**src/rtl/imem_pkg.sv**
```systemverilog
// imem_pkg: shared constants for the loadable instruction memory
package imem_pkg;
  localparam logic [15:0] NOP_WORD = 16'hF000;
  localparam logic [0:0]  S_LOAD   = 1'b0;
  localparam logic [0:0]  S_RUN    = 1'b1;
endpackage

```
**src/rtl/imem_array.sv**
```systemverilog
// imem_array: DEPTH x DATA_W storage, one write port, one registered read port
module imem_array #(
  parameter int DATA_W = 16,
  parameter int DEPTH  = 16,
  parameter int IW     = 4
) (
  input  logic              clk,
  input  logic              we_i,
  input  logic [IW-1:0]     waddr_i,
  input  logic [DATA_W-1:0] wdata_i,
  input  logic              re_i,
  input  logic [IW-1:0]     raddr_i,
  output logic [DATA_W-1:0] rdata_o
);
  logic [DATA_W-1:0] mem [DEPTH];
  logic [DATA_W-1:0] rdata_q;
  always_ff @(posedge clk) begin
    if (we_i) mem[waddr_i] <= wdata_i;
    if (re_i) rdata_q <= mem[raddr_i];
  end
  assign rdata_o = rdata_q;
endmodule

```
**src/rtl/imem_sync_loadable.sv**
```systemverilog
// imem_sync_loadable: run-time loadable IF-stage instruction memory with
// stall/flush control; unwritten, out-of-range and killed fetches read as NOP.
module imem_sync_loadable
  import imem_pkg::*;
#(
  parameter int          DATA_W   = 16,
  parameter int          ADDR_W   = 6,
  parameter int          DEPTH    = 16,
  parameter logic [15:0] NOP      = NOP_WORD
) (
  input  logic              clk,
  input  logic              rst_n,
  input  logic              start,
  input  logic              halt,
  input  logic              ld_en,
  input  logic [ADDR_W-1:0] ld_addr,
  input  logic [DATA_W-1:0] ld_data,
  input  logic [ADDR_W-1:0] pc,
  input  logic              fetch_req,
  input  logic              stall,
  input  logic              flush,
  output logic [DATA_W-1:0] instr,
  output logic              instr_valid,
  output logic              addr_err,
  output logic              running,
  output logic [ADDR_W:0]   ld_cnt
);
  localparam int IW = DEPTH > 1 ? $clog2(DEPTH) : 1;
  localparam logic [ADDR_W:0] DEPTH_L = (ADDR_W+1)'(DEPTH);
  logic              state_q, state_d;
  logic [DEPTH-1:0]  wr_q;
  logic [ADDR_W:0]   cnt_q;
  logic              valid_q, valid_d, src_q, src_d, err_q;
  logic              halt_go, start_go, ld_in, pc_in, ld_wr, ld_bad, fetch, kill, rd_en;
  logic [IW-1:0]     ld_idx, pc_idx;
  logic [DATA_W-1:0] rdata;
  assign ld_idx   = ld_addr[IW-1:0];
  assign pc_idx   = pc[IW-1:0];
  assign start_go = state_q == S_LOAD && start && !halt;
  assign halt_go  = state_q == S_RUN && halt && !start;
  assign state_d  = start_go ? S_RUN : halt_go ? S_LOAD : state_q;
  assign ld_in    = {1'b0, ld_addr} < DEPTH_L;
  assign pc_in    = {1'b0, pc} < DEPTH_L;
  assign ld_wr    = state_q == S_LOAD && ld_en && ld_in;
  assign ld_bad   = state_q == S_LOAD && ld_en && !ld_in;
  // Leaving RUN takes priority over any fetch decision in the same cycle.
  assign kill     = state_q == S_LOAD || halt_go || flush;
  assign fetch    = !kill && !stall && fetch_req;
  assign rd_en    = fetch && pc_in && wr_q[pc_idx];
  // src_q picks array data vs NOP; the array's read register holds when re is low.
  assign valid_d  = kill ? 1'b0 : stall ? valid_q : fetch;
  assign src_d    = kill ? 1'b0 : fetch ? rd_en : src_q;
  always_ff @(posedge clk or negedge rst_n) begin
    if (!rst_n) begin
      state_q <= S_LOAD;
      wr_q    <= '0;
      cnt_q   <= '0;
      valid_q <= 1'b0;
      src_q   <= 1'b0;
      err_q   <= 1'b0;
    end else begin
      state_q <= state_d;
      valid_q <= valid_d;
      src_q   <= src_d;
      err_q   <= ld_bad || (fetch && !pc_in);
      if (ld_wr) wr_q[ld_idx] <= 1'b1;
      if (ld_wr && !wr_q[ld_idx]) cnt_q <= cnt_q + 1'b1;
    end
  end
  imem_array #(.DATA_W(DATA_W), .DEPTH(DEPTH), .IW(IW)) u_array (
    .clk     (clk),
    .we_i    (ld_wr),
    .waddr_i (ld_idx),
    .wdata_i (ld_data),
    .re_i    (rd_en),
    .raddr_i (pc_idx),
    .rdata_o (rdata)
  );
  assign instr       = src_q ? rdata : DATA_W'(NOP);
  assign instr_valid = valid_q;
  assign addr_err    = err_q;
  assign running     = state_q == S_RUN;
  assign ld_cnt      = cnt_q;
endmodule

```
**config.mk**
```make
export PLATFORM = sky130hd
export DESIGN_NAME = imem_sync_loadable
export DESIGN_NICKNAME = d
export VERILOG_FILES = /design/src/rtl/imem_pkg.sv /design/src/rtl/imem_array.sv /design/src/rtl/imem_sync_loadable.sv
export SDC_FILE = /design/constraint.sdc
export NUM_CORES = 1
export LEC_CHECK = 0
export CAP_MARGIN = 20
export CORE_UTILIZATION = 35
export CTS_BUF_LIST = sky130_fd_sc_hd__clkbuf_8
export DETAILED_ROUTE_END_ITERATION = 7
export MAX_ROUTING_LAYER = met4
export SLEW_MARGIN = 15
export SYNTH_ARGS = -nofsm -noshare
export SYNTH_HDL_FRONTEND = slang
export SYNTH_SLANG_ARGS = --single-unit
```
**constraint.sdc**
```tcl
create_clock -name clk -period 4.1 [get_ports clk]
set_input_delay 0.82 -clock clk [delete_from_list [all_inputs] [get_ports clk]]
set_output_delay 0.82 -clock clk [all_outputs]
set_load 0.02 [all_outputs]
```
==> results of run 1 <==
## sequential cells by signal (all words and copies together) (netlist names)
name	flops
ld_cnt	7
running	1
src_q	1
instr_valid	1
u_array.mem	256
wr_q	16
addr_err	1
u_array.rdata_o	16
## logic make-up (layout without fill, tap and decap cells)
group	Yosys count	after routing	share of synthesized area
fa+ha+maj	1	1	0.00108
flops	299	299	0.761
compound gates	13	13	0.00840
mux	96	96	0.171
simple gates	86	86	0.0410
xor+xnor	6	6	0.00452
buf+inv	30	182	0.0129
## per-stage QoR
step                total power [uW]  setup WS (ns)  hold slack, ns
finish                          6090          0.934           0.484
global route                    6330          0.820           0.523
CTS                             6170          0.829           0.490
detailed placement              3890          0.713           0.482
global placement                3880          0.746           0.473
floorplan                       3700          0.906           0.446
## synthesized netlist by cell type, drive strengths merged
cell | instances | share of area
o21ai | 2 | 0.00086
edfxtp | 272 | 0.70
nor3b | 1 | 0.00065
buf | 21 | 0.010
inv | 5 | 0.0016
a222oi | 1 | 0.00086
and3 | 3 | 0.0016
and3b | 1 | 0.00075
nand3 | 6 | 0.0026
o311ai | 2 | 0.0015
mux4 | 81 | 0.16
o211a | 1 | 0.00086
clkinv | 1 | 0.00032
o22ai | 1 | 0.00054
nand3b | 4 | 0.0026
nor2 | 17 | 0.0055
nand2 | 7 | 0.0023
mux2i | 7 | 0.0060
a21o | 1 | 0.00065
o32ai | 1 | 0.00075
o22a | 1 | 0.00075
clkbuf | 3 | 0.00097
or2 | 17 | 0.0092
or4b | 1 | 0.00086
xnor2 | 5 | 0.0038
and2 | 12 | 0.0065
dfrtp | 27 | 0.058
a21oi | 2 | 0.00086
nand4 | 4 | 0.0022
ha | 1 | 0.0011
a41oi | 1 | 0.00075
nand2b | 8 | 0.0043
mux2 | 8 | 0.0081
nor3 | 5 | 0.0022
xor2 | 1 | 0.00075
## worst max-delay path, stage by stage, from the launching register on
cell and delay, ns:
dfrtp_1 0.88, and2_1 0.28, clkdlybuf4s50_1 0.62
## cell type report
cell class                 count  area (um^2)  area share
tap                          442          553      0.0402
inverter                       6         22.5     0.00164
clock inverter                38          168      0.0122
multi-input combinational    202         2680       0.195
sequential                   299         8840       0.642
timing repair buffer          88          818      0.0594
clock buffer                  50          688      0.0500
## path summary, 6_finish.rpt
check                                       from                       endpoint  slack (ns)  cells past startpoint
max                            src_q$_DFFE_PN0P_                       instr[6]        0.93                      2
min                        ld_cnt[6]$_DFFE_PN0P_          ld_cnt[6]$_DFFE_PN0P_        0.48                      1
max reg2reg                  running$_DFFE_PN0P_  u_array.mem[14][14]$_DFFE_PP_        1.54                      5
min reg2reg                ld_cnt[6]$_DFFE_PN0P_          ld_cnt[6]$_DFFE_PN0P_        0.48                      1
max in group asynchronous                  rst_n          ld_cnt[6]$_DFFE_PN0P_        3.19                      2
min in group asynchronous                  rst_n            wr_q[9]$_DFFE_PN0P_        0.64                      2
## report_power, final
| group | switching, uW | internal, uW | total [uW] | leakage [uW] |
|---|---|---|---|---|
| Sequential | 46.0 | 3380 | 3420 | 0.00280 |
| Clock | 1130 | 1140 | 2270 | 0.000510 |
| Combinational | 201 | 197 | 398 | 0.00125 |
| Total | 1380 | 4710 | 6090 | 0.00457 |
## layer usage
metal | global-route usage | up-vias
li1 | - | 2431
met1 | 0.190 | 2966
met2 | 0.269 | 181
met3 | 0.0300 | 50
met4 | 0.0697 | 0
met5 | - | -
==> out/qor.yml, run 1 <==
status: "finished, final reports clean"
die_y_um: 184
drive_gt1_frac: 0.284
placed_area_um2: 12900
wl_met1_mm: 10.0
cts_buffers: 47
ios: 62
dr_wl_met2_mm: 13.1
ant_nets: 0
critPathLaunchType: "register"
nNetsFinal: 681
final_common_cell: "edfxtp_1"
start_util: 0.356
vias_per_cell: 5.00
die_area_um2: 33900
drt_iter0_markers: 518
design_area_um2: 13800
fin_cells: 1125
insertion_delay_ns: 0.56
cp_data_arrival_time_ns: 2.35
dieWidth_um: 184
synth_cells: 531
first_global_vias: 6083
num_rows: 66
cts.hold.buffers_added: 0
numPortBuffers: 61
highest-signal-layer: "met4"
cts_repair_resize_count: 0
cts-htree-levels: 2
relSlewSlack: 0.447
final.setup_skew_ns: 0.0296
wl_met3_mm: 1.35
tns_ns: 0
synth_cell_types: 42
root_buffer: "clkbuf_8"
cts_setup_buffers: 0
area_delta_synth_final_pct: 18.5
cp.required_ns: 3.28
rsz0062_at_grt: "no"
cts_tree: "yes"
syn_area_per_cell_um2: 21.9
mostFrequentLayoutCells: "272 x edfxtp_1, 81 x mux4_2, 59 x clkdlybuf4s50_1"
max_slew.worst_pin.slew_ns: 0.829
vias: 5628
drc: 0
final-setup-viol-count: 0
critPathCaptureType: "output pin"
hold_viol_final: 0
fmaxAchievable_ghz: 0.316
cts.clk_slew.worst_paths_ns: 0.06
dp.cells: 1037
gp_congestion: 0.805
grt_max_degree: 44
synthesis.area_um2: 11600
wl_per_cell_um: 22.6
dpl.hpwl_mm: 16.3
coreArea_um2: 32600
crit_path_max_fanout: 17
wl_mm: 25.4
peakVddDrop_v: 0.000192
slew_viol_final: 0
synth_fp_nets: 568
final_util: 0.422
ys_seq_area_frac: 0.761
drv_cap: 0
fin_crit_ns: 3.17
synth_seq_cells: 299
max-clock-path-buffers: 3
antennaDiodeCount: 0
clock-sinks: 299
grt_usage: 0.161
drtPass1Iterations: 7
grt_pass1_wl_mm: 38.1
layout_worst_path_cycle_share: 0.772
power.density_nw_per_um2: 442
hold_path.class: "reg -> reg"
antenna_found_initial: 0
critPathKind: "reg -> out"
yosys_warnings: 0
n_fill_cell: 2837
grt-ovfl-total: 0
leakagePower_uw: 0.00457
Note: power is estimated with default switching activity, not from simulation.
==> inputs of run 2 (changes only) <==
==> constraint.sdc (replaced) <==
create_clock -name clk -period 3.3 [get_ports clk]
set_input_delay 0.66 -clock clk [delete_from_list [all_inputs] [get_ports clk]]
set_output_delay 0.66 -clock clk [all_outputs]
set_load 0.02 [all_outputs]
==> out/qor.yml, run 2 (synthesis results as in run 1) <==
status: "finished, final reports clean"
cts_tree: "yes"
fmaxAchievable_ghz: 0.350
critPathLaunchType: "register"
die_y_um: 184  # unchanged
critPathKind: "reg -> out"
multi_input_area_um2: 2680  # unchanged
ant_nets: 0  # unchanged
first_global_vias: 6090  # +0.12%
fin_hold_ws_ns: 0.473  # -0.0109 ns
reg2regPathDepth: 5  # unchanged
largest_register_ffs: 256  # unchanged
dpl.hpwl_mm: 15.0  # -7.9%
cts.clk_slew.worst_paths_ns: 0.06  # about the same
drtPass1Iterations: 6  # -1
antenna_found_initial: 0  # unchanged
grt_pass1_wl_mm: 37.5  # -1.6%
cts_setup_buffers: 0  # unchanged
vias: 5614  # -0.25%
area_delta_synth_final_pct: 19.7
antennaDiodeCount: 0  # unchanged
cts.hold.buffers_added: 0  # unchanged
numPortBuffers: 61  # unchanged
tns_ns: 0  # unchanged
drc: 0  # unchanged
insertion_delay_ns: 0.56  # about the same
fin_cells: 1134  # +0.80%
power.density_nw_per_um2: 550  # +24%
grt_max_degree: 41  # -6.8%
dieWidth_um: 184  # unchanged
root_buffer: "clkbuf_8"
mostFrequentLayoutCells: "272 x edfxtp_1, 81 x mux4_2, 59 x clkdlybuf4s50_1"
die_area_um2: 33900  # unchanged
gp_congestion: 0.866  # +7.6%
slew_viol_final: 0  # unchanged
ios: 62  # unchanged
wl_mm: 25.0  # -1.6%
coreArea_um2: 32600  # unchanged
drt_iter0_markers: 412  # -20%
fin_crit_ns: 2.85
vias_per_cell: 4.95  # -1.0%
dp.cells: 1046  # +0.87%
hold_path.class: "in -> async"
max_slew.worst_pin.slew_ns: 0.586  # -0.244 ns
cp.required_ns: 2.64  # -0.64 ns
leakagePower_uw: 0.00464  # +1.7%
n_fill_cell: 2826  # -0.39%
clock-sinks: 299  # unchanged
grt_usage: 0.157  # -0.00412
cts_repair_resize_count: 0  # unchanged
top_register: "u_array.mem"
reg2reg_from: "running$_DFFE_PN0P_"
cp_data_arrival_time_ns: 2.19  # -0.16 ns
r2r_end: "u_array.mem[12][10]$_DFFE_PP_"
drv_cap: 0  # unchanged
nNetsFinal: 691  # +1.5%
dpl_worst_slack_ns: 0.341  # -0.372 ns
drive_gt1_frac: 0.296  # +0.0122
final-setup-viol-count: 0  # unchanged
rsz0062_at_grt: "no"
wl_per_cell_um: 22.0  # -2.3%
cp-startpoint: "src_q$_DFFE_PN0P_"
max-clock-path-buffers: 3  # unchanged
peakVddDrop_v: 0.000238  # +24%
num_rows: 66  # unchanged
grt-ovfl-total: 0  # unchanged
start_util: 0.356  # unchanged
crit_path_max_fanout: 11  # -6
relSlewSlack: 0.608  # +0.161
setup_slack_ns: 0.446  # -0.488 ns
final.setup_skew_ns: 0.0321  # +0.00250 ns
critPathCaptureType: "output pin"
layout_worst_path_cycle_share: 0.865
final_common_cell: "edfxtp_1"
cts_buffers: 48  # +2.1%
seq_area_um2: 8840  # unchanged
ff2ff_setup_slack_ns: 1.08  # -0.46 ns
hold_viol_final: 0  # unchanged
cts-htree-levels: 2  # unchanged
crit_path_end: "instr[7]"
[run 2: area by class of cell]
cell class	count	area share
clock inverters	37	0.0129
multi-input cells	202	0.193
flip-flops and latches	299	0.635
repair buffers	97	0.0673
well taps	442	0.0397
clock buffers	51	0.0504
inverters	6	0.00162
[run 2: worst min path at each step]
stage,start,to,depth (start not counted)
2_1_floorplan,rst_n,addr_err$_DFF_PN0_,0
3_3_place_gp,ld_cnt[6]$_DFFE_PN0P_,ld_cnt[6]$_DFFE_PN0P_,1
3_5_place_dp,wr_q[11]$_DFFE_PN0P_,wr_q[11]$_DFFE_PN0P_,1
4_1_cts,rst_n,instr_valid$_DFFE_PN0P_,2
5_1_grt,rst_n,wr_q[1]$_DFFE_PN0P_,2
6_report,rst_n,instr_valid$_DFFE_PN0P_,2
[run 2: layer usage]
metal	vias to the layer above	wire length, um	share of wire	track usage
met1	2973	10600	0.42	0.192
met3	41	986	0.039	0.0277
li1	2445	-	-	-
met2	155	12900	0.52	0.266
met4	0	478	0.019	0.0457
met5	-	0	0	-
[run 2: metrics by stage]
step | power [uW] | util | area [um^2]
after floorplan | 4600 | - | 11600
final | 7650 | 0.427 | 13900
after global routing | 7920 | 0.427 | 13900
after global placement | 4810 | 0.400 | 13000
after CTS | 7730 | 0.427 | 13900
after detailed placement | 4840 | 0.400 | 13000
[run 2: critical path: stages, from the launching register on]
cell	delay, ns
dfrtp_1	0.58
buf_4	0.28
and2_1	0.16
clkdlybuf4s50_1	0.61
[run 2: power by group]
part / internal [uW] / switching (uW)
Clock: 1500 / 1390
Sequential: 4200 / 61.1
Combinational: 253 / 246
Total: 5950 / 1700
==> inputs of run 3 (changes only) <==
--- a/config.mk
+++ b/config.mk
@@ -6,7 +6,7 @@
 export NUM_CORES = 1
 export LEC_CHECK = 0
 export CAP_MARGIN = 20
-export CORE_UTILIZATION = 35
+export CORE_UTILIZATION = 30
 export CTS_BUF_LIST = sky130_fd_sc_hd__clkbuf_8
 export DETAILED_ROUTE_END_ITERATION = 7
 export MAX_ROUTING_LAYER = met4
==> out/qor.yml, run 3 (synthesis results as in run 1) <==
status: "finished, final reports clean"
wl_mm: 25.2  # +0.94%
antenna_found_initial: 0  # unchanged
cts_buffers: 45  # -6.3%
top_register: "u_array.mem"
cts-htree-levels: 2  # unchanged
mostFrequentLayoutCells: "272 x edfxtp_1, 81 x mux4_2, 59 x clkdlybuf4s50_1"
path_delay_family: "buffers and inverters"
cts.clk_slew.worst_paths_ns: 0.06  # about the same
grt_usage: 0.136  # -0.0205
drv_cap: 0  # unchanged
area_delta_synth_final_pct: 20.7
layout_worst_path_cycle_share: 0.865  # about the same
slowest_stage: "dfrtp_1"
cp_slowest_stage_delay_ns: 0.60  # about the same
cts_repair_resize_count: 0  # unchanged
vias_per_cell: 4.71  # -4.8%
ant_nets: 0  # unchanged
coreArea_um2: 37900  # +16%
final-setup-viol-count: 0  # unchanged
max-clock-path-buffers: 3  # unchanged
n_fill_cell: 3475  # +23%
start_util: 0.306  # -0.0499
drive_gt1_frac: 0.299  # +0.00303
fmaxAchievable_ghz: 0.350  # about the same
drc: 0  # unchanged
rsz0062_at_grt: "no"
power.density_nw_per_um2: 542  # -1.5%
relSlewSlack: 0.578  # -0.0308
cp_cell_sequence: "buf_4 > and2_1 > clkdlybuf4s50_1"
drtPass1Iterations: 6  # unchanged
hold_path.class: "reg -> reg"
cp_data_arrival_time_ns: 2.19  # about the same
root_buffer: "clkbuf_8"
fin_crit_ns: 2.85  # +0.000523 ns
antennaDiodeCount: 0  # unchanged
num_rows: 71  # +7.6%
vias: 5638  # +0.43%
numPortBuffers: 61  # unchanged
slew_viol_final: 0  # unchanged
nNetsFinal: 686  # -0.72%
grt_pass1_wl_mm: 38.0  # +1.3%
insertion_delay_ns: 0.54  # -0.02 ns
cts.hold.buffers_added: 0  # unchanged
leakagePower_uw: 0.00461  # -0.66%
cts_setup_buffers: 0  # unchanged
wl_per_cell_um: 21.1  # -4.3%
final.setup_skew_ns: 0.0140  # -0.0181 ns
grt_max_degree: 33  # -20%
peakVddDrop_v: 0.000550  # +130%
final_util: 0.370  # -0.0568
die_y_um: 199  # +7.9%
dpl.hpwl_mm: 15.9  # +5.8%
dieWidth_um: 199  # +7.9%
critPathBufInv: 2  # unchanged
gp_congestion: 0.758  # -12%
cts_tree: "yes"
first_global_vias: 5935  # -2.5%
grt-ovfl-total: 0  # unchanged
hold_viol_final: 0  # unchanged
tns_ns: 0  # unchanged
largest_register_ffs: 256  # unchanged
crit_path_max_fanout: 10  # -1
critPathLaunchType: "register"
cp.required_ns: 2.64  # about the same
clock-sinks: 299  # unchanged
final_common_cell: "edfxtp_1"
critPathCaptureType: "output pin"
critPathKind: "reg -> out"
ios: 62  # unchanged
drt_iter0_markers: 450  # +9.2%
max_slew.worst_pin.slew_ns: 0.632  # +0.0460 ns
die_area_um2: 39500  # +16%
## run 3: cell types whose count changed in the layout (fill, tap and decap cells not counted)
cell and change:
inv_1 -9, clkbuf_8 -2, buf_12 +6, clkinvlp_4 -1
clkinv_2 +5, buf_4 -7, clkinv_1 +2, buf_2 -1
## run 3: final cells by class
type	instances	area [um^2]	area share
clock buffers	49	674	0.0481
clock inverters	34	170	0.0121
inverters	6	22.5	0.00161
multi-input cells	202	2680	0.191
flip-flops and latches	299	8840	0.630
well taps	511	639	0.0456
repair buffers	95	998	0.0712
## run 3: where the power goes
part / leakage (uW) / total, uW / internal (uW) / switching, uW
combinational: 0.00133 / 504 / 256 / 248
sequential: 0.00280 / 4250 / 4200 / 59.0
clock: 0.000482 / 2840 / 1450 / 1390
## run 3: path summary, 6_finish.rpt
path                                  startpoint                          end  slack [ns]  depth (start not counted)
max in group asynchronous                  rst_n          wr_q[0]$_DFFE_PN0P_        2.50                          2
min                        ld_cnt[6]$_DFFE_PN0P_        ld_cnt[6]$_DFFE_PN0P_        0.48                          1
max                            src_q$_DFFE_PN0P_                     instr[7]        0.45                          3
min reg2reg                ld_cnt[6]$_DFFE_PN0P_        ld_cnt[6]$_DFFE_PN0P_        0.48                          1
min in group asynchronous                  rst_n          running$_DFFE_PN0P_        0.51                          2
max reg2reg                  running$_DFFE_PN0P_  u_array.mem[2][0]$_DFFE_PP_        1.09                          5
## run 3: metal layers
layer | track usage | wire length, um | vias to the layer above
li1 | - | - | 2443
met3 | 0.0287 | 1240 | 26
met5 | - | 0 | -
met2 | 0.214 | 12400 | 148
met4 | 0.0248 | 172 | 0
met1 | 0.183 | 11400 | 3021
## run 3: per-stage QoR
stage	total power [uW]	hold WS, ns	worst slack, ns	cell area (um^2)	cells
after floorplan	4600	0.364	0.266	11600	531
after global placement	4840	0.466	0.406	13200	1113
after detailed placement	4840	0.471	0.377	13200	1113
after CTS	7680	0.479	0.313	14000	1196
after global routing	7880	0.497	0.305	14000	1196
final	7600	0.479	0.445	14000	1196
## run 3: worst register-to-register path, stage by stage (launching register included)
cell     delay, ns
dfrtp_1       0.40
or4b_1        0.62
nor2_1        0.19
nand2_1       0.18
nor3_2        0.21
buf_4         0.28
==> RTL edit, RTL diff (config.mk and constraints of run 2) <==
`DEPTH` is set to 16 in 2 places; all go to 32.
--- a/src/rtl/imem_array.sv
+++ b/src/rtl/imem_array.sv
@@ -1,7 +1,7 @@
 // imem_array: DEPTH x DATA_W storage, one write port, one registered read port
 module imem_array #(
   parameter int DATA_W = 16,
-  parameter int DEPTH  = 16,
+  parameter int DEPTH  = 32,
   parameter int IW     = 4
 ) (
   input  logic              clk,
--- a/src/rtl/imem_sync_loadable.sv
+++ b/src/rtl/imem_sync_loadable.sv
@@ -5,7 +5,7 @@
 #(
   parameter int          DATA_W   = 16,
   parameter int          ADDR_W   = 6,
-  parameter int          DEPTH    = 16,
+  parameter int          DEPTH    = 32,
   parameter logic [15:0] NOP      = NOP_WORD
 ) (
   input  logic              clk,
Function: changed (a bounded check fails within 4 cycles, from zero or initial values and one cycle with rst_n low).
==> RTL edit against run 2 <==
  * Routed wire length up 110%
  * Sequential cell count increased by 272
  * Clock power grew 93%
  * Largest power group unchanged
  * Critical path type unchanged
  * Critical path depth shrank 1
  * Total power is 92% higher
  * Worst setup slack got worse by 190 ps
  * Combinational power grew 100%
  * Die area grew 90%
  * Synthesized area increased by 91%
  * Cell area rose by 90%
==> RTL edit: results (changes against run 2) <==
Worst setup path
  • CP max stage cell: dfrtp_1
  • Register-to-Register Path Depth: 6 (+1)
  • CP peak stage delay: 860 ps (+250 ps)
  • CP max FO: 17 (+6)
  • Crit path DAT: 2380 ps (+190 ps)
  • Reg2reg end: u_array.rdata_o[1]

Power and ir drop
  • Static leakage power: 0.008902 uW (+92%)
  • Peak VDD IR: 0.2815 mV (+18%)

Global route
  • Largest net degree at the start of global routing: 44 (+7.3%)
  • First-pass GRT wire length: 77400 um (+110%)
  • Gr usage total: 17.52% (+1.9 points)
  • Initial antenna violation count: 1 (+1)

Drt
  • Initial drt markers: 1085 (+160%)
  • Total Wirelength: 53200 um (+110%)
  • TritonRoute pass-1 iters: 7 (+1)

Placement
  • Dpl cell area: 24760 sq um (+90%)
  • RD Place Congestion: 0.8144 (-6.0%)
  • Dpl cells: 1976 (+89%)
  • Placed wire-length estimate: 32910 um (+120%)

Status
  • Outcome: complete, no violations

Synthesis
  • Fraction of registers with async set/reset: 7.531% (-1.5 points)
  • Syn nets: 1047 (+84%)
  • Area contributors post-synth: edfxtp_1, mux4_2, dfrtp_1
  • Sequential fraction of the synthesis area: 76.16% (about the same)

Clock tree
  • Num CTS Buffers: 92 (+92%)
  • H-tree depth: 3 (+1)

Finish
  • Fin nets: 1263 (+83%)
  • Share of cells above drive strength 1: 35.97% (+6.3 points)
  • Largest register FFs: 512 (+100%)
  • Filler cells: 5541 (+96%)

STA
  • Max-Slew Margin vs Limit: 32.50% (-28 points)
  • Final Skew: 39.64 ps (+7.522 ps)
[RTL edit: power breakdown]
group	internal (uW)	switching [uW]	total [uW]	leakage [uW]
Clock	2830	2750	5580	0.00100
Combinational	494	503	997	0.00259
Sequential	8020	99.1	8120	0.00531
[RTL edit: kinds of logic (layout without fill, tap and decap cells)]
kind of cell    count (synthesis)  in the layout  synth area share [%]
other cells                     0              2                     0
buf+inv                        54            348                 1.024
fa+ha+maj                       1              1               0.05628
mux                           185            185                 18.00
xor+xnor                        6              6                0.2364
compound gates                 16             16                0.5628
simple gates                  177            177                 3.957
flops                         571            571                 76.16
[RTL edit: worst max-delay path by stage]
stage / endpoint / slack, ps / startpoint / depth (start not counted)
floorplan: u_array.rdata_o[0] / 550 / pc[0] / 6
global placement: ld_cnt[5] / 270 / ld_addr[0] / 8
detailed placement: ld_cnt[5] / 220 / ld_addr[0] / 8
CTS: instr[4] / 190 / src_q / 2
global route: instr[4] / 140 / src_q / 2
finish: instr[10] / 260 / src_q / 2
[RTL edit: cell type report]
class	instances	area [sq um]	share of cell area, %
Clock buffer	94	1294	4.885
Tap cell	846	1059	3.997
Antenna cell	2	5.005	0.01890
Timing Repair Buffer	171	1630	6.156
Sequential cell	571	16930	63.93
Inverter	5	18.77	0.07087
Clock inverter	78	394.1	1.488
Multi-Input combinational cell	385	5151	19.45
[RTL edit: routing by layer]
layer	GRT usage (%)	vias to the layer above	wire, um
met3	3.636	82	3472
met2	27.10	420	25590
met5	-	-	0
li1	-	4638	-
met4	5.250	0	1110
met1	23.37	5928	23020
[RTL edit: through the flow]
stage | power, uW | hold WS [ps] | worst slack [ps]
final | 14690 | 169.6 | 257.1
after global placement | 9253 | 484.1 | 268.6
after detailed placement | 9271 | 471.7 | 219.3
after CTS | 14850 | 144.6 | 188.3
after floorplan | 8803 | 364.4 | 546.9
after global routing | 15240 | 212.3 | 137.3
